===== src/rtl/microwave_ctrl.sv =====
// Microwave sequencing controller: BCD cook-time entry, countdown, magnetron gating.
// Optional door interlock is compiled in with `define MW_DOOR_INTERLOCK_EN.
module microwave_ctrl #(
    parameter int unsigned DONE_TICKS = 3
) (
    input  logic       clk,
    input  logic       clearn,
    input  logic [3:0] D,
    input  logic       loadn,
    input  logic       pgt_1hz,
    input  logic       startn,
    input  logic       stopn,
    input  logic       door_closed,
    output logic       enablen,
    output logic [3:0] min_ones,
    output logic [3:0] sec_tens,
    output logic [3:0] sec_ones,
    output logic       mag_on,
    output logic       done
);

    typedef enum logic [2:0] {
        S_IDLE,
        S_ENTRY,
        S_COOK,
        S_PAUSE,
        S_DONE
    } state_t;

    localparam logic [3:0] DONE_LAST = 4'(DONE_TICKS - 1);
    // Bit order {stopn, startn, pgt_1hz, loadn}; active-low buttons idle high.
    localparam logic [3:0] SYNC_RST = 4'b1110;

    state_t     state_q, state_d;
    logic [3:0] min_q, min_d;
    logic [3:0] ten_q, ten_d;
    logic [3:0] one_q, one_d;
    logic [3:0] cnt_q, cnt_d;
    logic [2:0] mask_q, mask_d;
    logic [3:0] sync1_q, sync1_d;
    logic [3:0] sync2_q, sync2_d;
    logic [3:0] prev_q, prev_d;

    logic key_ev, tick_ev, start_ev, stop_ev;
    logic ilk_ok;
    logic time_nz;
    logic at_one_sec;

`ifdef MW_DOOR_INTERLOCK_EN
    logic door_s1_q, door_s2_q;

    always_ff @(posedge clk or negedge clearn) begin
        if (!clearn) begin
            door_s1_q <= 1'b0;
            door_s2_q <= 1'b0;
        end else begin
            door_s1_q <= door_closed;
            door_s2_q <= door_s1_q;
        end
    end

    assign ilk_ok = door_s2_q;
`else
    logic unused_door;
    assign unused_door = door_closed;
    assign ilk_ok      = 1'b1;
`endif

    function automatic logic sel_div(input state_t s);
        return (s == S_COOK) || (s == S_PAUSE) || (s == S_DONE);
    endfunction

    assign key_ev     = prev_q[0] & ~sync2_q[0];
    assign tick_ev    = ~prev_q[1] & sync2_q[1] & (mask_q == 3'd0);
    assign start_ev   = prev_q[2] & ~sync2_q[2];
    assign stop_ev    = prev_q[3] & ~sync2_q[3];
    assign time_nz    = |{min_q, ten_q, one_q};
    assign at_one_sec = ({min_q, ten_q, one_q} == 12'h001);

    always_ff @(posedge clk or negedge clearn) begin
        if (!clearn) begin
            state_q <= S_IDLE;
            min_q   <= 4'd0;
            ten_q   <= 4'd0;
            one_q   <= 4'd0;
            cnt_q   <= 4'd0;
            mask_q  <= 3'd0;
            sync1_q <= SYNC_RST;
            sync2_q <= SYNC_RST;
            prev_q  <= SYNC_RST;
        end else begin
            state_q <= state_d;
            min_q   <= min_d;
            ten_q   <= ten_d;
            one_q   <= one_d;
            cnt_q   <= cnt_d;
            mask_q  <= mask_d;
            sync1_q <= sync1_d;
            sync2_q <= sync2_d;
            prev_q  <= prev_d;
        end
    end

    always_comb begin
        state_d = state_q;
        min_d   = min_q;
        ten_d   = ten_q;
        one_d   = one_q;
        cnt_d   = cnt_q;
        mask_d  = (mask_q != 3'd0) ? mask_q - 3'd1 : 3'd0;
        sync1_d = {stopn, startn, pgt_1hz, loadn};
        sync2_d = sync1_q;
        prev_d  = sync2_q;

        case (state_q)
            S_IDLE, S_ENTRY: begin
                if (stop_ev) begin
                    state_d = S_IDLE;
                    min_d   = 4'd0;
                    ten_d   = 4'd0;
                    one_d   = 4'd0;
                end else if (start_ev) begin
                    if (time_nz && ilk_ok) begin
                        state_d = S_COOK;
                    end
                end else if (key_ev && (D <= 4'd9) && (one_q <= 4'd5)) begin
                    state_d = S_ENTRY;
                    min_d   = ten_q;
                    ten_d   = one_q;
                    one_d   = D;
                end
            end
            S_COOK: begin
                if (stop_ev || !ilk_ok) begin
                    state_d = S_PAUSE;
                end else if (tick_ev) begin
                    if (one_q != 4'd0) begin
                        one_d = one_q - 4'd1;
                    end else begin
                        one_d = 4'd9;
                        if (ten_q != 4'd0) begin
                            ten_d = ten_q - 4'd1;
                        end else begin
                            ten_d = 4'd5;
                            min_d = min_q - 4'd1;
                        end
                    end
                    if (at_one_sec) begin
                        state_d = S_DONE;
                        cnt_d   = 4'd0;
                    end
                end
            end
            S_PAUSE: begin
                if (stop_ev) begin
                    state_d = S_IDLE;
                    min_d   = 4'd0;
                    ten_d   = 4'd0;
                    one_d   = 4'd0;
                end else if (start_ev && ilk_ok) begin
                    state_d = S_COOK;
                end
            end
            S_DONE: begin
                if (stop_ev) begin
                    state_d = S_IDLE;
                    cnt_d   = 4'd0;
                end else if (tick_ev) begin
                    if (cnt_q == DONE_LAST) begin
                        state_d = S_IDLE;
                        cnt_d   = 4'd0;
                    end else begin
                        cnt_d = cnt_q + 4'd1;
                    end
                end
            end
            default: state_d = S_IDLE;
        endcase

        // The encoder mux glitches while switching to the divider; hide those edges.
        if (!sel_div(state_q) && sel_div(state_d)) begin
            mask_d = 3'd4;
        end
    end

    always_comb begin
        enablen  = sel_div(state_q);
        mag_on   = (state_q == S_COOK);
        done     = (state_q == S_DONE);
        min_ones = min_q;
        sec_tens = ten_q;
        sec_ones = one_q;
    end

endmodule


===== config.mk =====
export PLATFORM = sky130hd
export DESIGN_NAME = microwave_ctrl
export DESIGN_NICKNAME = d
export VERILOG_FILES = /design/src/rtl/microwave_ctrl.sv
export SDC_FILE = /design/constraint.sdc
export NUM_CORES = 1
export LEC_CHECK = 0
export CAP_MARGIN = 10
export CORE_ASPECT_RATIO = 0.8
export CORE_MARGIN = 1.5
export CORE_UTILIZATION = 41
export DETAILED_ROUTE_END_ITERATION = 8
export GPL_TIMING_DRIVEN = 0
export PLACE_DENSITY = 0.71
export SETUP_SLACK_MARGIN = 0.1
export SLEW_MARGIN = 0
export SYNTH_ARGS = -nofsm -noshare
export SYNTH_HDL_FRONTEND = slang
export SYNTH_SLANG_ARGS = --single-unit

===== constraint.sdc =====
create_clock -name clk -period 4.95 [get_ports clk]
set_clock_uncertainty 0.1 [all_clocks]
set_input_delay 0.99 -clock clk [delete_from_list [all_inputs] [get_ports clk]]
set_output_delay 0.99 -clock clk [all_outputs]
set_load 0.03 [all_outputs]

# Word level (Yosys, flattened, before mapping)
# Cells that the tools add are included.
# totals
register_bits,34
in_bits,11
wordCells,110
output_inout_bits,15
# op_classes
n_reduce_logical,21
add_sub_neg,5
muxes,46
bitwise_logic,9
eq_ne,18
order_cmp,2
# op_table
cell,count
4-bit 2-to-1 mux,27
3-bit 2-to-1 mux,14
4-bit case mux with 3 select lines,3
12-bit by 1-bit == test with 1-bit output (second input constant),1
3-bit by 2-bit == test with 1-bit output (second input constant),4
3-bit case mux with 4 select lines,1
12-bit OR reduction,1
4-bit by 1-bit subtractor with 4-bit output (second input constant),3
2-bit inequality test (second input constant),4
4-bit case mux with 2 select lines,1
8-bit AND reduction,1
4-bit nonzero test,2
7-bit AND reduction,1
3-bit == test (second input constant),2
3-bit logical NOT,2
3-bit inequality test (second input constant),2
6-bit AND reduction,1
3-bit nonzero test,2
1-bit AND,5
5-bit AND reduction,1
4-bit by 1-bit adder with 4-bit output (second input constant),1
4-bit by 2-bit == test with 1-bit output (second input constant),1
4-bit by 3-bit <= comparator with 1-bit output (second input constant),1
4-bit <= comparator (second input constant),1
10 further kinds,19

# Longest topological paths before layout
# Gate-level depths: netlist of run 1.
# depth
depth_word,13
mapped_depth,8
mapped_depth_nobuf,7

# Worst setup path before layout of run 1
# No wires, ideal clock.
# synth_timing
kind,register to register
startpoint,register ten_q[0] (netlist: sec_tens[0])
endpoint,register cnt_q[3]
path_buffers,0
synth_period_minus_slack_ps,2709
t_arrival_ps,2482
path_slack_ps,2241
path_stages_with_launch,8
cell_sequence,dfrtp_1 inv_1 ha_1 or3b_4 or4b_4 or4_4 a31oi_1 o31ai_1
# synth_via
elab_chain_len,3
# synth_lines
item,line,text
from (decl),36,"logic [3:0] ten_q, ten_d;"
from (signal assigned),94,ten_q <= ten_d;
12-bit by 1-bit == test with 1-bit output,78,"assign at_one_sec = ({min_q, ten_q, one_q} == 12'h001);"
2-bit by 1-bit inequality test with 1-bit output (no line),n/a,
5-bit AND reduction (no line),n/a,
to (signal assigned),96,cnt_q <= cnt_d;
to (decl),38,"logic [3:0] cnt_q, cnt_d;"
# No other way between the ends.
# A chain may end at the register's enable or synchronous reset.

# Worst setup path after layout of run 1
# layout_timing
startpoint,register state_q[2]
endpoint,output port mag_on
# layout_via
elab_chain_len,1
# layout_lines
item,line,text
from (decl),34,"state_t state_q, state_d;"
from (signal assigned),92,state_q <= state_d;
3-bit by 2-bit == test with 1-bit output,188,mag_on = (state_q == S_COOK);
to (decl),18,"output logic mag_on,"
# No other way between the ends.

==> results of run 1 <==
worst min path at each step:
stage	from	end	slack (ns)	depth (start not counted)
after floorplan	sync1_q[0]	prev_d[0]	0.23	0
final	sync1_q[2]	prev_d[2]	0.25	0
after CTS	sync1_q[2]	prev_d[2]	0.25	0
after detailed placement	sync1_q[0]	prev_d[0]	0.24	0
after global routing	sync1_q[2]	prev_d[2]	0.25	0
after global placement	sync1_q[0]	prev_d[0]	0.24	0
power by group:
group | switching, mW | internal [mW]
registers | 0.0919 | 0.349
logic | 0.380 | 0.282
clock network | 0.0969 | 0.0999
total | 0.568 | 0.730
cells in the final DEF (no fill, tap or decap), drive strengths merged, types with 3 or more instances in the layout:
| cell | n |
|---|---|
| dfrtp | 25 |
| clkdlybuf4s50 | 23 |
| a21oi | 16 |
| inv | 14 |
| nand2 | 13 |
| clkbuf | 12 |
| o21ai | 11 |
| ha | 9 |
| dfstp | 9 |
| nor2 | 8 |
| o31ai | 5 |
| nand3 | 5 |
| nand2b | 4 |
| nor3 | 4 |
| or3b | 4 |
| or2 | 3 |
| a31oi | 3 |
| a22oi | 3 |
| o211ai | 3 |
| a32oi | 3 |
| mux2i | 3 |
| or4 | 3 |
cell families after synthesis:
group | count (synthesis) | synth area share, %
simple gates | 55 | 17.79
compound gates | 53 | 18.99
flops | 34 | 48.83
buf+inv | 19 | 4.039
fa+ha+maj | 9 | 6.379
mux | 5 | 2.977
xor+xnor | 2 | 0.9924
layout make-up:
type	instances	area [µm²]	area share, %
multi-input cells	124	832.0	38.66
well taps	57	71.32	3.314
clock buffers	8	80.08	3.721
flip-flops and latches	34	862.1	40.06
plain buffers	4	15.01	0.6977
inverters	15	56.30	2.616
repair buffers	24	235.2	10.93
registers in the layout (all words and copies together) (netlist names):
| name | count |
|---|---|
| prev_d | 4 |
| cnt_q | 4 |
| min_ones | 4 |
| state_q | 3 |
| prev_q | 4 |
| sec_tens | 4 |
| sec_ones | 4 |
| mask_q | 3 |
| sync1_q | 4 |
worst max-delay path: stages, from the launching register on:
cell,delay [ns]
dfrtp_1,0.46
nand2b_1,0.17
or2_2,0.13
clkbuf_1,0.36
clkinv_1,0.37
clkdlybuf4s50_1,0.69
stage by stage:
stage	setup slack, ns	utilization, %	power [mW]	hold slack (ns)	cell area [µm²]
after floorplan	2.241	-	0.8831	0.2312	1765
after global placement	1.725	50.03	1.093	0.2360	2077
after detailed placement	1.719	49.91	1.103	0.2403	2072
after CTS	1.420	51.84	1.303	0.2485	2152
after global routing	1.268	51.84	1.398	0.2539	2152
final	1.391	51.84	1.299	0.2463	2152
metal layers:
layer  vias to the layer above  GRT usage (%)  part of all wire, %
li1                        701              -                    -
met1                       664          23.85                   53
met2                        27          23.09                   43
met3                         6          4.380                  3.7
met4                         0          3.968                  1.0
met5                         -              0                    0
==> flow_summary_export.csv, run 1 <==
group,metric,value,unit
placed_design,portBuffers,24,
logic_synthesis,syn_nets,197,
global_routing,gr-total-overflow,0,
logic_synthesis,synth.distinct_cells,43,
logic_synthesis,synth_top_area_share,35.44,%
logic_synthesis,yosys-top-cells-count,"dfrtp_1, a21oi_1, inv_1",
logic_synthesis,synth_ff_type,"dfrtp_1",
pwr,powerDensity,603.5,nW/µm²
logic_synthesis,synth_seq_cells,34,
cts,cts_setup_buffers,0,
setup_path,r2r_end,"cnt_q[3]",
cts,cts-resized-gates,0,
timing,fmax,0.2810,GHz
cts,cts-root-buf,"clkbuf_8",
setup_path,cp_data_arrival_time,2.47,ns
cts,clock_sinks,34,
floorplan,num_io_pins,26,
timing,min_period_over_period,71.89,%
worst_hold_path,worstHoldPathType,"reg2reg",
timing,rsz0062_at_grt,"false",
cts,clkTransAtPathRegs,0.07,ns
logic_synthesis,async_reset_ff_share,100.0,%
drt,postRouteWirelength,3.602,mm
drt,routed_via_density,5.256,
drt,vias,1398,
cts,cts_hold_buf,0,
status,outcome,"complete, no violations",
placed_design,hpwl,2.577,mm
timing,finalSetupTns,0,ns
setup_path,crit_type,"reg2out",
setup_path,rrSetupSlack,2.20,ns
logic_synthesis,synth-edff-count,0,
logic_synthesis,synth.most_common_cell,"dfrtp_1",
final_layout,drive_above_1_share,12.44,%
placed_design,place.gp.congestion,0.8447,
timing,finalMaxSlewViolations,0,
setup_path,critPathLaunchType,"flip-flop",
final_layout,nets,228,
setup_path,cp-startpoint,"state_q[2]",
logic_synthesis,synth.avg_cell_area,9.974,µm²
setup_path,end_kind,"output port",
floorplan,core,4151,µm²
drt,firstDrtPassIters,4,
pwr,peakVddDrop,0.2376,mV
floorplan,die_h,61.69,µm
drt,drt_iter0_drc,61,
drt,drcViolationCount,0,
final_layout,antennaDiodeCount,0,
logic_synthesis,ys_warn_count,0,
setup_path,critPathMaxFanout,10,
floorplan,die_w,76.37,µm
floorplan,start_util,42.53,%
timing,period_needed,3.559,ns
timing,hold_viol,0,
logic_synthesis,synth_area,1765,µm²
global_routing,grt_usage,15.99,%
cts,clk_latency,0.29,ns
placed_design,place_inst,258,
global_routing,grt_pass1_wl,5.837,mm
cts,htree_levels,2,
global_routing,antenna_found_initial,0,
setup_path,r2r-start,"sec_tens[0]",
setup_path,critPathCapture,"mag_on",
drt,wl_per_cell,13.54,µm
logic_synthesis,ys_top_cells_by_area,"dfrtp_1, dfstp_2, ha_1",
cts,numCtsBuffers,5,
setup_path,required,3.86,ns
timing,setup_viol,0,
global_routing,grt_max_degree,35,
floorplan,rows,21,
global_routing,grt_pass1_vias,1186,
run,maxCapViolCount,0,
timing,tightest_slew,0.7481,ns
logic_synthesis,yosysTopAreaCell,"dfrtp_1",
drt,detail-route-antenna-nets,0,
final_layout,layout.cells.non_filler,266,
setup_path,r2r.worst_path.cells,7,
timing,relSlewSlack,50.12,%
final_layout,area_growth,21.90,%
floorplan,dieArea,4711,µm²
final_layout,n_fill_cell,402,
logic_synthesis,seq_area_frac_synth,48.83,%
cts,cts_buffer_depth,2,
pwr,p_leak,0.9077,nW
logic_synthesis,postSynthCellCount,177,
cts,cts_tree,"built",
No activity file was read; power rests on OpenSTA's default activity.
==> run 2, diff against run 1 <==
- PLACE_DENSITY: 0.71 -> 0.74
- clock period: 4.95 -> 3.2 ns (I/O delays scaled with it)
==> run 2 against run 1 <==
Worst hold slack improved by 0.0060 ns. First-iteration DRC count increased by 31%. Critical path depth down 2. Cell area grew 0.87%. Clock-buffer cell count is 2 lower. Sequential share of layout area is 0.35 points lower. Combinational power rose by 56%. Flip-flop and latch count did not move.
==> flow_summary_export.csv, run 2 (synthesized netlist as in run 1, its figures left out) <==
group,metric,value,unit
global_routing,antenna_found_initial,0,
global_routing,grt_max_degree,35,
final_layout,area_growth,22.96,%
placed_design,place.gp.congestion,0.7938,
status,outcome,"complete, no violations",
floorplan,core,4151,µm²
timing,period_needed,2.799,ns
cts,cts_tree,"built",
timing,min_period_over_period,87.47,%
setup_path,end_kind,"output port",
setup_path,critPathBufInv,2,
timing,finalMaxSlewViolations,0,
final_layout,stdcell_area,2171,µm²
timing,timing.final.ws_setup,0.4010,ns
placed_design,portBuffers,24,
cts,clk_latency,0.29,ns
setup_path,critPathMaxFanout,8,
setup_path,cp_data_arrival_time,2.06,ns
run,maxCapViolCount,0,
floorplan,die_h,61.69,µm
floorplan,rows,21,
drt,drcViolationCount,0,
drt,vias,1445,
floorplan,dieArea,4711,µm²
drt,drt_iter0_drc,80,
drt,postRouteWirelength,3.620,mm
global_routing,grt_pass1_wl,6.078,mm
cts,clock_sinks,34,
global_routing,grt_pass1_vias,1303,
timing,hold_viol,0,
cts,cts_buffer_depth,2,
timing,tightest_slew,0.7453,ns
setup_path,cpPeakStageDelay,0.67,ns
cts,numCtsBuffers,5,
final_layout,nets,228,
timing,fmax,0.3573,GHz
global_routing,gr-total-overflow,0,
placed_design,post_dp_cell_area,2072,µm²
final_layout,antennaDiodeCount,0,
final_layout,finish.utilization,52.29,%
setup_path,required,2.46,ns
cts,cts_setup_buffers,0,
setup_path,rrSetupSlack,0.44,ns
timing,setup_viol,0,
setup_path,slowest_stage,"clkdlybuf4s50_1",
worst_hold_path,worstHoldPathType,"reg2reg",
pwr,powerDensity,938.5,nW/µm²
timing,finalSetupTns,0,ns
floorplan,num_io_pins,26,
floorplan,die_w,76.37,µm
pwr,peakVddDrop,0.4417,mV
cts,cts-root-buf,"clkbuf_8",
setup_path,cp_top_family,"buffers and inverters",
placed_design,post-place-ws,0.3058,ns
setup_path,crit_type,"reg2out",
global_routing,grt_usage,16.89,%
timing,relSlewSlack,50.32,%
drt,wl_per_cell,13.61,µm
timing,rsz0062_at_grt,"false",
placed_design,hpwl,2.642,mm
final_layout,layout_commonest_cell,"dfrtp_1",
drt,detail-route-antenna-nets,0,
drt,firstDrtPassIters,4,
final_layout,drive_above_1_share,14.35,%
cts,clkTransAtPathRegs,0.07,ns
setup_path,crit_chain,"or3b_2 > inv_1 > clkdlybuf4s50_1",
cts,htree_levels,2,
pwr,p_leak,0.9261,nW
floorplan,start_util,42.53,%
setup_path,critPathLaunchType,"flip-flop",
final_layout,layout_common_cells,"dfrtp_1, clkdlybuf4s50_1, a21oi_1",
drt,routed_via_density,5.432,
## run 2: cell types whose count changed in the layout (fill, tap and decap cells not counted)
cell,previous run,this run
clkbuf_1,7,4
clkinv_2,0,2
clkbuf_8,5,6
clkdlybuf4s50_1,23,22
clkinv_1,1,0
clkinvlp_4,0,1
dlymetal6s2s_1,0,1
## run 2: per-layer routing
layer  vias up  global-route usage (%)  share of wire (%)
met5         -                       0                  0
met4         0                   7.143                1.7
met3         8                   4.526                4.8
met2        30                   24.74                 44
met1       696                   24.03                 49
li1        711                       -                  -
## run 2: cell type report
class                           instances  area (µm²)
Fill cell                             404        1981
Sequential cell                        34       862.1
Multi-Input combinational cell        124       832.0
Timing Repair Buffer                   24       237.7
Clock buffer                            6       82.58
Tap cell                               57       71.32
Inverter                               15       57.56
Buffer                                  4       15.01
Clock inverter                          2       12.51
## run 2: stage by stage
step / hold slack (ns) / instances / total power [mW]
after floorplan: 0.2312 / 177 / 1.366
after global placement: 0.2355 / 258 / 1.689
after detailed placement: 0.2363 / 258 / 1.709
after CTS: 0.2540 / 266 / 2.055
after global routing: 0.2609 / 266 / 2.206
final: 0.2523 / 266 / 2.037
## run 2: timing repair
item | CTS | global route
endpoints found under the setup margin | 1 | 1
gates cloned | 0 | 0
hold buffers | 0 | 0
resized for setup | 1 | 1
## run 2: final timing paths
path	cells after the start	to	start
max in group asynchronous	1	state_q[0]	clearn
worst max register to register	7	cnt_q[3]	sec_tens[0]
worst min register to register	0	prev_d[0]	sync1_q[0]
worst min-delay path	0	prev_d[0]	sync1_q[0]
min in group asynchronous	1	sec_tens[2]	clearn
worst max-delay path	3	done	state_q[0]
## run 2: power by group
group / leakage [nW] / total, mW / internal [mW] / switching [mW]
clock network: 0.0472 / 0.332 / 0.173 / 0.160
registers: 0.409 / 0.679 / 0.539 / 0.140
logic: 0.470 / 1.03 / 0.435 / 0.591
total: 0.926 / 2.04 / 1.15 / 0.890
